**config.mk**
```make
export PLATFORM = sky130hd
export DESIGN_NAME = pwm_burst_sequencer
export DESIGN_NICKNAME = d
export VERILOG_FILES = /design/src/rtl/pwm_seq_pkg.sv /design/src/rtl/pwm_gap_timer.sv /design/src/rtl/pwm_burst_sequencer.sv
export SDC_FILE = /design/constraint.sdc
export NUM_CORES = 1
export LEC_CHECK = 0
export ABC_AREA = 1
export ABC_CLOCK_PERIOD_IN_PS = 1400
export BUFFER_PORTS_ARGS = -buffer_cell sky130_fd_sc_hd__buf_2
export CAP_MARGIN = 10
export CORE_MARGIN = 2
export CORE_UTILIZATION = 47
export CTS_CLUSTER_DIAMETER = 80
export DETAILED_ROUTE_END_ITERATION = 8
export PLACE_DENSITY_LB_ADDON = 0.2
export RECOVER_POWER = 50
export SLEW_MARGIN = 20
export SYNTH_ARGS = -nofsm -noshare
export SYNTH_HDL_FRONTEND = slang
export SYNTH_SLANG_ARGS = --single-unit
export TNS_END_PERCENT = 50
```
**constraint.sdc**
```tcl
create_clock -name io_clk -period 1.4 [get_ports io_clk]
set_input_delay 0.21 -clock io_clk [delete_from_list [all_inputs] [get_ports io_clk]]
set_output_delay 0.21 -clock io_clk [all_outputs]
set_load 0.05 [all_outputs]
```
**src/rtl/pwm_seq_pkg.sv**
```systemverilog
// pwm_seq_pkg
//   Shared definitions for the PWM burst sequencer: default widths, the
//   ack timeout, and the sequencer state encoding. The top level, the gap
//   timer and the testbench all import this package.
package pwm_seq_pkg;

   localparam int RAM_WIDTH_DEF   = 32;  // die / pulse period field width
   localparam int CNT_W_DEF       = 16;  // pulse count, gap and pulses_sent width
   localparam int ACK_TIMEOUT_DEF = 8;   // cycles allowed for pulse_valid to rise

   typedef enum logic [2:0] {
      ST_IDLE     = 3'd0,
      ST_LOAD     = 3'd1,
      ST_FIRE     = 3'd2,
      ST_WAIT_ACK = 3'd3,
      ST_WAIT_END = 3'd4,
      ST_GAP      = 3'd5,
      ST_DONE     = 3'd6
   } state_e;

endpackage

```
**src/rtl/pwm_gap_timer.sv**
```systemverilog
// pwm_gap_timer
//   Loadable down-counter with a zero flag. The sequencer shares one
//   instance between the inter-pulse gap countdown and the ack timeout,
//   since the two are never active at the same time.
//
// Ports
//   clk_i       : clock
//   rst_i       : synchronous active-high reset (counter to 0)
//   load_i      : load load_val_i (wins over dec_i)
//   load_val_i  : value to load
//   dec_i       : decrement by one; the counter holds at zero
//   zero_o      : counter is zero
module pwm_gap_timer
   import pwm_seq_pkg::*;
#(
   parameter int W = CNT_W_DEF
) (
   input  logic         clk_i,
   input  logic         rst_i,
   input  logic         load_i,
   input  logic [W-1:0] load_val_i,
   input  logic         dec_i,
   output logic         zero_o
);

   logic [W-1:0] cnt_q;
   logic [W-1:0] cnt_d;

   always_comb begin
      // NOTE: default assignment first so no path leaves cnt_d unassigned (no latch).
      cnt_d = cnt_q;
      if (load_i) begin
         cnt_d = load_val_i;
      end else if (dec_i && (cnt_q != '0)) begin
         cnt_d = cnt_q - W'(1);
      end
   end

   always_ff @(posedge clk_i) begin
      // NOTE: non-blocking assignments so every register updates from pre-edge values.
      if (rst_i) begin
         cnt_q <= '0;
      end else begin
         cnt_q <= cnt_d;
      end
   end

   assign zero_o = (cnt_q == '0);

endmodule

```
**src/rtl/pwm_burst_sequencer.sv**
```systemverilog
// pwm_burst_sequencer
//   Sequences bursts of pulses on one half_pwm_die channel pair. A start
//   request latches the burst configuration into shadow registers that
//   drive the PWM core, then the FSM issues one-cycle enable strobes,
//   waits for the core's pulse_valid to rise and fall for each pulse,
//   and inserts programmable idle gaps between pulses. Idle, abort and
//   ack-timeout all force the core to its default level.
//
//   Every output is a register. Status outputs (pwm_en, pwm_dis, busy,
//   done) are decoded from the state register, so they trail the state
//   by one cycle.
//
// Ports
//   io_clk, io_rst        : clock, synchronous active-high reset
//   start, abort          : burst request (ignored while busy), level abort
//   cfg_*                 : burst configuration, latched on accepted start
//   pulse_valid           : from the PWM core, high while a pulse runs
//   pwm_en                : one-cycle fire strobe to the core
//   pwm_dis               : force the core to its default level
//   die_period,
//   pulse_period,
//   io_defaultLevel       : shadow registers driving the core
//   busy, done, fault     : burst in progress, end strobe, sticky timeout
//   pulses_sent           : pulses completed in the current/last burst
module pwm_burst_sequencer
   import pwm_seq_pkg::*;
#(
   parameter int _RAM_WIDTH  = RAM_WIDTH_DEF,
   parameter int CNT_W       = CNT_W_DEF,
   parameter int ACK_TIMEOUT = ACK_TIMEOUT_DEF
) (
   input  logic                  io_clk,
   input  logic                  io_rst,
   input  logic                  start,
   input  logic                  abort,
   input  logic [_RAM_WIDTH-1:0] cfg_die_period,
   input  logic [_RAM_WIDTH-1:0] cfg_pulse_period,
   input  logic [CNT_W-1:0]      cfg_pulse_count,
   input  logic [CNT_W-1:0]      cfg_gap,
   input  logic                  cfg_default_level,
   input  logic                  pulse_valid,
   output logic                  pwm_en,
   output logic                  pwm_dis,
   output logic [_RAM_WIDTH-1:0] die_period,
   output logic [_RAM_WIDTH-1:0] pulse_period,
   output logic                  io_defaultLevel,
   output logic                  busy,
   output logic                  done,
   output logic                  fault,
   output logic [CNT_W-1:0]      pulses_sent
);

   // The timer is checked for zero one edge after it reaches zero, so
   // loading ACK_TIMEOUT-1 gives exactly ACK_TIMEOUT cycles in WAIT_ACK.
   localparam logic [CNT_W-1:0] ACK_LOAD = CNT_W'(ACK_TIMEOUT - 1);

   state_e                  state_q, state_d;
   logic [_RAM_WIDTH-1:0]   die_period_q, pulse_period_q;
   logic                    default_level_q;
   logic [CNT_W-1:0]        remaining_q, gap_q, pulses_sent_q;
   logic                    pwm_en_q, pwm_dis_q, busy_q, done_q, fault_q;
   logic                    timeout_q;     // this burst ended on ack timeout
   logic                    zero_start_q;  // zero-count start seen last edge

   logic                    accept, zero_req, abort_hit;
   logic                    tmr_load, tmr_zero;
   logic [CNT_W-1:0]        tmr_val;
   logic                    pulse_done, timed_out;

   // Start with abort also high is dropped entirely.
   assign accept    = (state_q == ST_IDLE) && start && !abort && (cfg_pulse_count != '0);
   assign zero_req  = (state_q == ST_IDLE) && start && !abort && (cfg_pulse_count == '0);
   assign abort_hit = abort && (state_q != ST_IDLE) && (state_q != ST_DONE);

   always_comb begin
      state_d    = state_q;
      tmr_load   = 1'b0;
      tmr_val    = '0;
      pulse_done = 1'b0;
      timed_out  = 1'b0;
      if (abort_hit) begin
         state_d = ST_DONE;
      end else begin
         unique case (state_q)
            ST_IDLE: begin
               if (accept) state_d = ST_LOAD;
            end
            ST_LOAD: state_d = ST_FIRE;
            ST_FIRE: begin
               state_d  = ST_WAIT_ACK;
               tmr_load = 1'b1;
               tmr_val  = ACK_LOAD;
            end
            ST_WAIT_ACK: begin
               // A late ack on the final cycle still counts.
               if (pulse_valid) begin
                  state_d = ST_WAIT_END;
               end else if (tmr_zero) begin
                  state_d   = ST_DONE;
                  timed_out = 1'b1;
               end
            end
            ST_WAIT_END: begin
               if (!pulse_valid) begin
                  pulse_done = 1'b1;
                  if (remaining_q == '0) begin
                     state_d = ST_DONE;
                  end else begin
                     state_d  = ST_GAP;
                     tmr_load = 1'b1;
                     tmr_val  = gap_q;
                  end
               end
            end
            ST_GAP: begin
               if (tmr_zero) state_d = ST_FIRE;
            end
            ST_DONE: state_d = ST_IDLE;
            default: state_d = ST_IDLE;
         endcase
      end
   end

   pwm_gap_timer #(.W(CNT_W)) u_timer (
      .clk_i      (io_clk),
      .rst_i      (io_rst),
      .load_i     (tmr_load),
      .load_val_i (tmr_val),
      .dec_i      ((state_q == ST_GAP) || (state_q == ST_WAIT_ACK)),
      .zero_o     (tmr_zero)
   );

   always_ff @(posedge io_clk) begin
      if (io_rst) begin
         state_q         <= ST_IDLE;
         die_period_q    <= '0;
         pulse_period_q  <= '0;
         default_level_q <= 1'b0;
         remaining_q     <= '0;
         gap_q           <= '0;
         pulses_sent_q   <= '0;
         pwm_en_q        <= 1'b0;
         pwm_dis_q       <= 1'b1;
         busy_q          <= 1'b0;
         done_q          <= 1'b0;
         fault_q         <= 1'b0;
         timeout_q       <= 1'b0;
         zero_start_q    <= 1'b0;
      end else begin
         state_q      <= state_d;
         // An abort sampled in FIRE suppresses the strobe.
         pwm_en_q     <= (state_q == ST_FIRE) && !abort;
         pwm_dis_q    <= (state_q == ST_IDLE) || (state_q == ST_DONE);
         busy_q       <= (state_q != ST_IDLE);
         done_q       <= (state_q == ST_DONE) || zero_start_q;
         zero_start_q <= zero_req;

         if (accept) begin
            die_period_q    <= cfg_die_period;
            pulse_period_q  <= cfg_pulse_period;
            default_level_q <= cfg_default_level;
            remaining_q     <= cfg_pulse_count;
            gap_q           <= cfg_gap;
            pulses_sent_q   <= '0;
            fault_q         <= 1'b0;
            timeout_q       <= 1'b0;
         end

         if ((state_q == ST_FIRE) && !abort && (remaining_q != '0)) begin
            remaining_q <= remaining_q - CNT_W'(1);
         end

         if (pulse_done) begin
            pulses_sent_q <= pulses_sent_q + CNT_W'(1);
         end

         if (timed_out) begin
            timeout_q <= 1'b1;
         end

         // fault is published together with the done strobe.
         if (state_q == ST_DONE) begin
            fault_q   <= fault_q | timeout_q;
            timeout_q <= 1'b0;
         end
      end
   end

   assign pwm_en          = pwm_en_q;
   assign pwm_dis         = pwm_dis_q;
   assign die_period      = die_period_q;
   assign pulse_period    = pulse_period_q;
   assign io_defaultLevel = default_level_q;
   assign busy            = busy_q;
   assign done            = done_q;
   assign fault           = fault_q;
   assign pulses_sent     = pulses_sent_q;

endmodule
```
Word-level counts from Yosys, hierarchy flattened
Cells that the tools add are included.

word-level totals
  register bits = 139
  bits in latches = 0
  memory bits (writable) = 0
  bits in read-only memories = 0
  input port bits = 102
  output and inout bits = 86
  word-level logic and storage cells = 97
  memories = 0

operators by class
  $add $sub $neg = 3
  multipliers = 0
  div/mod/pow operators = 0
  magnitude comparators = 0
  eq/ne operators = 15
  shift operators = 0
  multiplexer cells = 32
  bitwise operators = 1
  reduce and logical (&&, ||, !) cells = 30

operators by type and width
  kind                                                                  count
  16-bit two-way mux                                                    9
  16-bit logical NOT                                                    3
  16-bit nonzero test                                                   3
  16-bit one-hot mux with 2 select lines                                1
  16-bit by 1-bit subtractor with 16-bit output, second input constant  2
  3-bit two-way mux                                                     6
  3-bit one-hot mux with 6 select lines                                 1
  16-bit by 1-bit adder with 16-bit output, second input constant       1
  3-bit != test, second input constant                                  5
  1-bit two-way mux                                                     13
  2-bit nonzero test                                                    5
  3-bit == test, second input constant                                  3
  1-bit logical AND                                                     9
  4-bit AND reduction                                                   2
  3-bit by 2-bit == test with 1-bit output, second input constant       2
  2-bit != test, second input constant                                  3
  4-bit != test, second input constant                                  1
  2-bit OR reduction                                                    2
  3-bit by 1-bit == test with 1-bit output, second input constant       1
  3-bit logical NOT                                                     1
  1-bit logical OR                                                      3
  3-bit nonzero test                                                    1
  2-bit two-way mux                                                     1
  1-bit one-hot mux with 2 select lines                                 1
  other kinds (2)                                                       2

Longest topological paths before layout
  depth in word-level cells = 7
  gate-level depth with buffers = 13
  gate-level depth less buffers = 12

Hierarchy
From an unflattened synthesis, not the netlist that was laid out.

unflattened totals
  cell total of the unflattened synthesis = 1029
  area, all modules = 6695.2 µm²

by module, submodules not included
  module               times used  cells each  area an instance (µm²)  seq. area each (µm²)
  pwm_burst_sequencer  1           809         5489.0                  2462.4
  pwm_gap_timer        1           220         1206.2                  320.3

Worst setup path before layout
No wires, ideal clock.

  kind = register to register
  from = reg pulses_sent_q[0] (netlist: pulses_sent[0])
  to = reg pulses_sent_q[14] (netlist: pulses_sent[14])
  setup time = 0.116 ns
  arrival time = 1.807 ns
  data required time = 1.284 ns
  setup slack = -0.523 ns
  cell stages (with the launch flop) = 9
  buffers on the path = 0
  clock period less this slack = 1.923 ns
  cells stage by stage = dfxtp_1 > ha_1 > nand3_1 > nor2_1 > nand3_1 > nor2_1 > nand4_1 > o21ai_0 > nor2_1

between the ends
  cells in the longest elaborated chain, start to end = 2

ends and longest elaborated chain
  item                                      RTL line                    text
  from (decl)                               pwm_burst_sequencer.sv:60   logic [CNT_W-1:0] remaining_q, gap_q, pulses_sent_q;
  from (signal assigned)                    pwm_burst_sequencer.sv:174  pulses_sent_q <= pulses_sent_q + CNT_W'(1);
  16-bit by 1-bit adder with 16-bit output  pwm_burst_sequencer.sv:174
  16-bit two-way mux                        pwm_burst_sequencer.sv:173  if (pulse_done) begin

No other way between the ends.
A chain may end at the register's enable or synchronous reset.

Worst setup path in the final report
  from = reg u_timer.cnt_q[5]
  to = reg u_timer.cnt_q[15]

between the ends
  cells in the longest elaborated chain, start to end = 3
  elaborated cells on any way between the ends = 6
  classes of those cells = add/sub: 1; mux: 2; reduce/logical: 3

ends and longest elaborated chain
  item                                                                                         RTL line                                  text
  from (decl)                                                                                  pwm_gap_timer.sv:26                       logic [W-1:0] cnt_q;
  from (signal assigned)                                                                       pwm_gap_timer.sv:44                       cnt_q <= cnt_d;
  16-bit by 1-bit subtractor with 16-bit output / 16-bit nonzero test (equally long branches)  pwm_gap_timer.sv:35, pwm_gap_timer.sv:34
  16-bit two-way mux / 1-bit logical AND (equally long branches)                               pwm_gap_timer.sv:34                       end else if (dec_i && (cnt_q != '0)) begin
  16-bit two-way mux / 2-bit nonzero test (equally long branches)                              -

Several ways; a longest one is shown, not always the timed one. The select of a mux whose other input is x is not followed.

==> run summary <==
## Run status
- **result of the run** finished, violations left
- **violated checks** negative setup slack

## GRT
- **global-route met3 utilization** 6.64%
- **vias in the first global route** 6819
- **routing layer with the top usage in global route** met2
- **aggregate global-route resource usage** 26.6%
- **aggregate global routing overflow** 0
- **met1 Usage GRT** 33.3%
- **pin count of the biggest net entering global routing** 47
- **wire length of the first global-routing pass** 31700 µm
- **GR Util met2** 44.2%
- **initial antenna violation count** 1

## Setup path
- **launch point of the worst reg-to-reg path** u_timer.cnt_q[5]
- **Critical R2R Capture** u_timer.cnt_q[15]
- **largest driver fanout on the critical path** 6
- **Critical Path Source Type** register
- **register-to-register setup slack** -0.31 ns
- **number of cell instances on the worst register-to-register path** 12
- **required time of the critical path** 1.73 ns
- **Setup Crit Path Kind** register to register
- **crit path DAT** 2.03 ns
- **beginning of the critical path** u_timer.cnt_q[5]
- **kind of capture point of the worst setup path** register
- **worst setup path end** u_timer.cnt_q[15]

## CTS
- **hold buffers post-CTS** 0
- **Root Buffer Master** sky130_fd_sc_hd__clkbuf_16
- **Worst-path clk slew** 0.07 ns
- **CTS tree** yes
- **maximum number of buffers from clock root to sink** 2
- **number of clock sinks** 139
- **clock latency on the worst-skew pair** 0.43 ns
- **Max H-tree Level** 4
- **number of buffers inserted during clock tree synthesis** 17

## Route
- **number of remaining DRC errors** 0
- **via count normalized by instance count** 5.27
- **number of detailed-route iterations in the first pass** 5
- **Detailed Route Iter0 Violations** 621
- **remaining antenna violation count after routing** 0
- **number of vias in the routed layout** 7995
- **average routed wire per standard cell** 15.8 µm
- **final wirelength** 23900 µm

## Power and ir drop
- **Max IR drop VDD** 0.00135 V
- **Overall Power** 27.0 mW
- **Power per Cell Area** 2520 nW/µm²
- **LEAKAGE** 5.08 nW

## STA
- **unrepaired setup endpoints after global routing** true
- **fraction of the cycle the final worst path needs** 122%
- **fin crit period** 1.71 ns
- **PnR worst setup slack** -0.307 ns
- **Worst Skew** 0.0122 ns
- **count of final setup violators** 116
- **hold slack final** 0.0194 ns
- **Rel. slew slack** 61.4%
- **Final Max Tran Viols** 0
- **slew at the pin with the worst max-slew slack** 0.574 ns
- **maximum clock rate** 586 MHz
- **Hold Vio Cnt, Final** 0

## Logic synthesis
- **parity-gate share of the synthesized area counting xor and xnor cells** 2.26%
- **share of flip-flops with an asynchronous set or reset** 0%
- **post-synth net total** 1095
- **largest family of logic cells by synthesized area** simple AND/OR/NAND/NOR gates
- **number of synthesis warnings** 0
- **simple-gate area share of the yosys netlist** 33.9%
- **Seq/Total Area, Yosys** 42.2%
- **netlist area before placement** 6600 µm²
- **post-synthesis share of cell area spent on full adders, half adders and majority gates** 0.759%
- **FF+latch count, synth** 139
- **number of flops mapped to enable cells by yosys** 0
- **post-synthesis compound-gate area fraction** 13.1%
- **Mean Syn Cell Area** 6.67 µm²
- **mux cell area share after synthesis** 0%
- **distinct cell type count after synthesis** 37
- **synthesized instance count** 989
- **commonest register cell after synthesis** sky130_fd_sc_hd__dfxtp_1

## Place
- **area of placed instances** 8740 µm²
- **Post-Place Setup Slack** -0.296 ns
- **buffers added on ports** 187
- **final estimated routing congestion in global placement** 0.915
- **HPWL after detailed placement** 13500 µm
- **Placed Cells** 1443

## Die
- **number of top-level design ports** 188
- **Std-Cell Rows** 43
- **die area** 15000 µm²
- **placeable core region** 13800 µm²
- **Die Span X** 122 µm
- **Die H** 122 µm
- **Initial Utilization** 47.9%

## Run
- **max-capacitance violation count** 0

## Layout
- **area added between synthesis and finish** 62.0%
- **share of cells above drive strength 1** 44.1%
- **Layout Cell Area excl Fill** 10700 µm²
- **Finished Layout Cells** 1516
- **nets@finish** 1429

## Min path
- **class of the most critical hold timing path** primary input to register

## cells by family after synthesis
logic type	count (synthesis)
xor gates and xnor gates	17
adders and majority gates	4
buffers and inverters	119
and+or+nand+nor	544
DFF	139
AOI/OAI and AO/OA	166
## worst max-delay path, stage by stage, from the launching register on
cell and delay [ns]:
sky130_fd_sc_hd__dfxtp_1 0.33, sky130_fd_sc_hd__buf_4 0.15, sky130_fd_sc_hd__nor2_2 0.14, sky130_fd_sc_hd__nand2_1 0.10
sky130_fd_sc_hd__nor2_4 0.10, sky130_fd_sc_hd__buf_6 0.13, sky130_fd_sc_hd__nand2_1 0.07, sky130_fd_sc_hd__nand2_1 0.09
sky130_fd_sc_hd__nand2_1 0.07, sky130_fd_sc_hd__o21ai_1 0.19, sky130_fd_sc_hd__nand2_1 0.11, sky130_fd_sc_hd__inv_1 0.08
sky130_fd_sc_hd__nor2_1 0.05
## metrics by stage
step	util [%]	TNS (ns)
after floorplan	-	-0.301
after global placement	63.5	-18.79
after detailed placement	63.5	-25.83
after CTS	70.1	-2.17
after global routing	77.6	-17.09
final	77.6	-9.97
## power by group
part	switching (mW)	internal [mW]
Sequential	0.665	4.93
Clock	1.79	2.53
Combinational	9.98	7.07
Total	12.4	14.5
## worst min-delay path by stage
stage,start,endpoint,depth (start not counted)
CTS,cfg_pulse_period[12],pulse_period[12],3
global route,cfg_pulse_period[30],pulse_period[30],3
finish,cfg_pulse_period[20],pulse_period[20],3
floorplan,abort,pwm_en,1
detailed placement,gap_q[0],gap_q[0],2
global placement,gap_q[0],gap_q[0],2
## synthesized netlist by cell type, types with 4 or more instances
cell type | n | area [µm²]
sky130_fd_sc_hd__a21oi_1 | 31 | 155
sky130_fd_sc_hd__a31oi_1 | 5 | 31.3
sky130_fd_sc_hd__buf_2 | 22 | 110
sky130_fd_sc_hd__buf_6 | 5 | 56.3
sky130_fd_sc_hd__clkbuf_1 | 14 | 52.6
sky130_fd_sc_hd__dfxtp_1 | 139 | 2780
sky130_fd_sc_hd__ha_1 | 4 | 50.1
sky130_fd_sc_hd__inv_1 | 66 | 248
sky130_fd_sc_hd__inv_2 | 8 | 30.0
sky130_fd_sc_hd__nand2_1 | 193 | 724
sky130_fd_sc_hd__nand2_2 | 7 | 43.8
sky130_fd_sc_hd__nand3_1 | 52 | 260
sky130_fd_sc_hd__nand3b_1 | 4 | 30.0
sky130_fd_sc_hd__nand4_1 | 6 | 37.5
sky130_fd_sc_hd__nor2_1 | 260 | 976
sky130_fd_sc_hd__nor3_1 | 9 | 45.0
sky130_fd_sc_hd__o21ai_0 | 106 | 531
sky130_fd_sc_hd__o21ai_1 | 14 | 70.1
sky130_fd_sc_hd__xor2_1 | 14 | 123
## routing by layer
layer / vias to the layer above / part of all wire, %
li1: 3836 / -
met1: 3708 / 40
met2: 380 / 49
met3: 71 / 7.8
met4: 0 / 3.3
met5: - / 0
## area by class of cell
cell class,count,area (µm²)
multi-input combinational,733,4150
fill,990,3090
sequential,139,2820
timing repair buffer,357,2590
clock buffer,21,460
inverter,74,339
tap,180,225
clock inverter,10,93.8
timing repair inverter,1,7.51
antenna,1,2.50
## cell usage in the layout, fill, tap and decap left out, drive strengths merged, types with 4 or more instances in the layout
| cell | instances |
|---|---|
| nand3 | 55 |
| ha | 4 |
| clkinv | 7 |
| nand3b | 4 |
| a21oi | 31 |
| nor3 | 10 |
| inv | 72 |
| clkbuf | 74 |
| a31oi | 5 |
| nor2 | 265 |
| nand4 | 6 |
| dfxtp | 139 |
| buf | 304 |
| nand2 | 203 |
| o21ai | 121 |
| xor2 | 14 |
| clkinvlp | 5 |
## timing repair
item                                   CTS  global route
setup buffers                            9            21
setup endpoints to repair              132           130
cloned                                   4             7
endpoints found under the hold margin    0             0
gates resized for setup                 75           237
pin swaps                               20            57
## sequential cells by signal, summed over array words and instances, names as in the netlist, 3 cells and up
| signal | count |
|---|---|
| pulse_period | 32 |
| remaining_q | 16 |
| state_q | 3 |
| die_period | 32 |
| gap_q | 16 |
| u_timer.cnt_q | 16 |
| pulses_sent | 16 |
(Power assumes the default switching activity.)
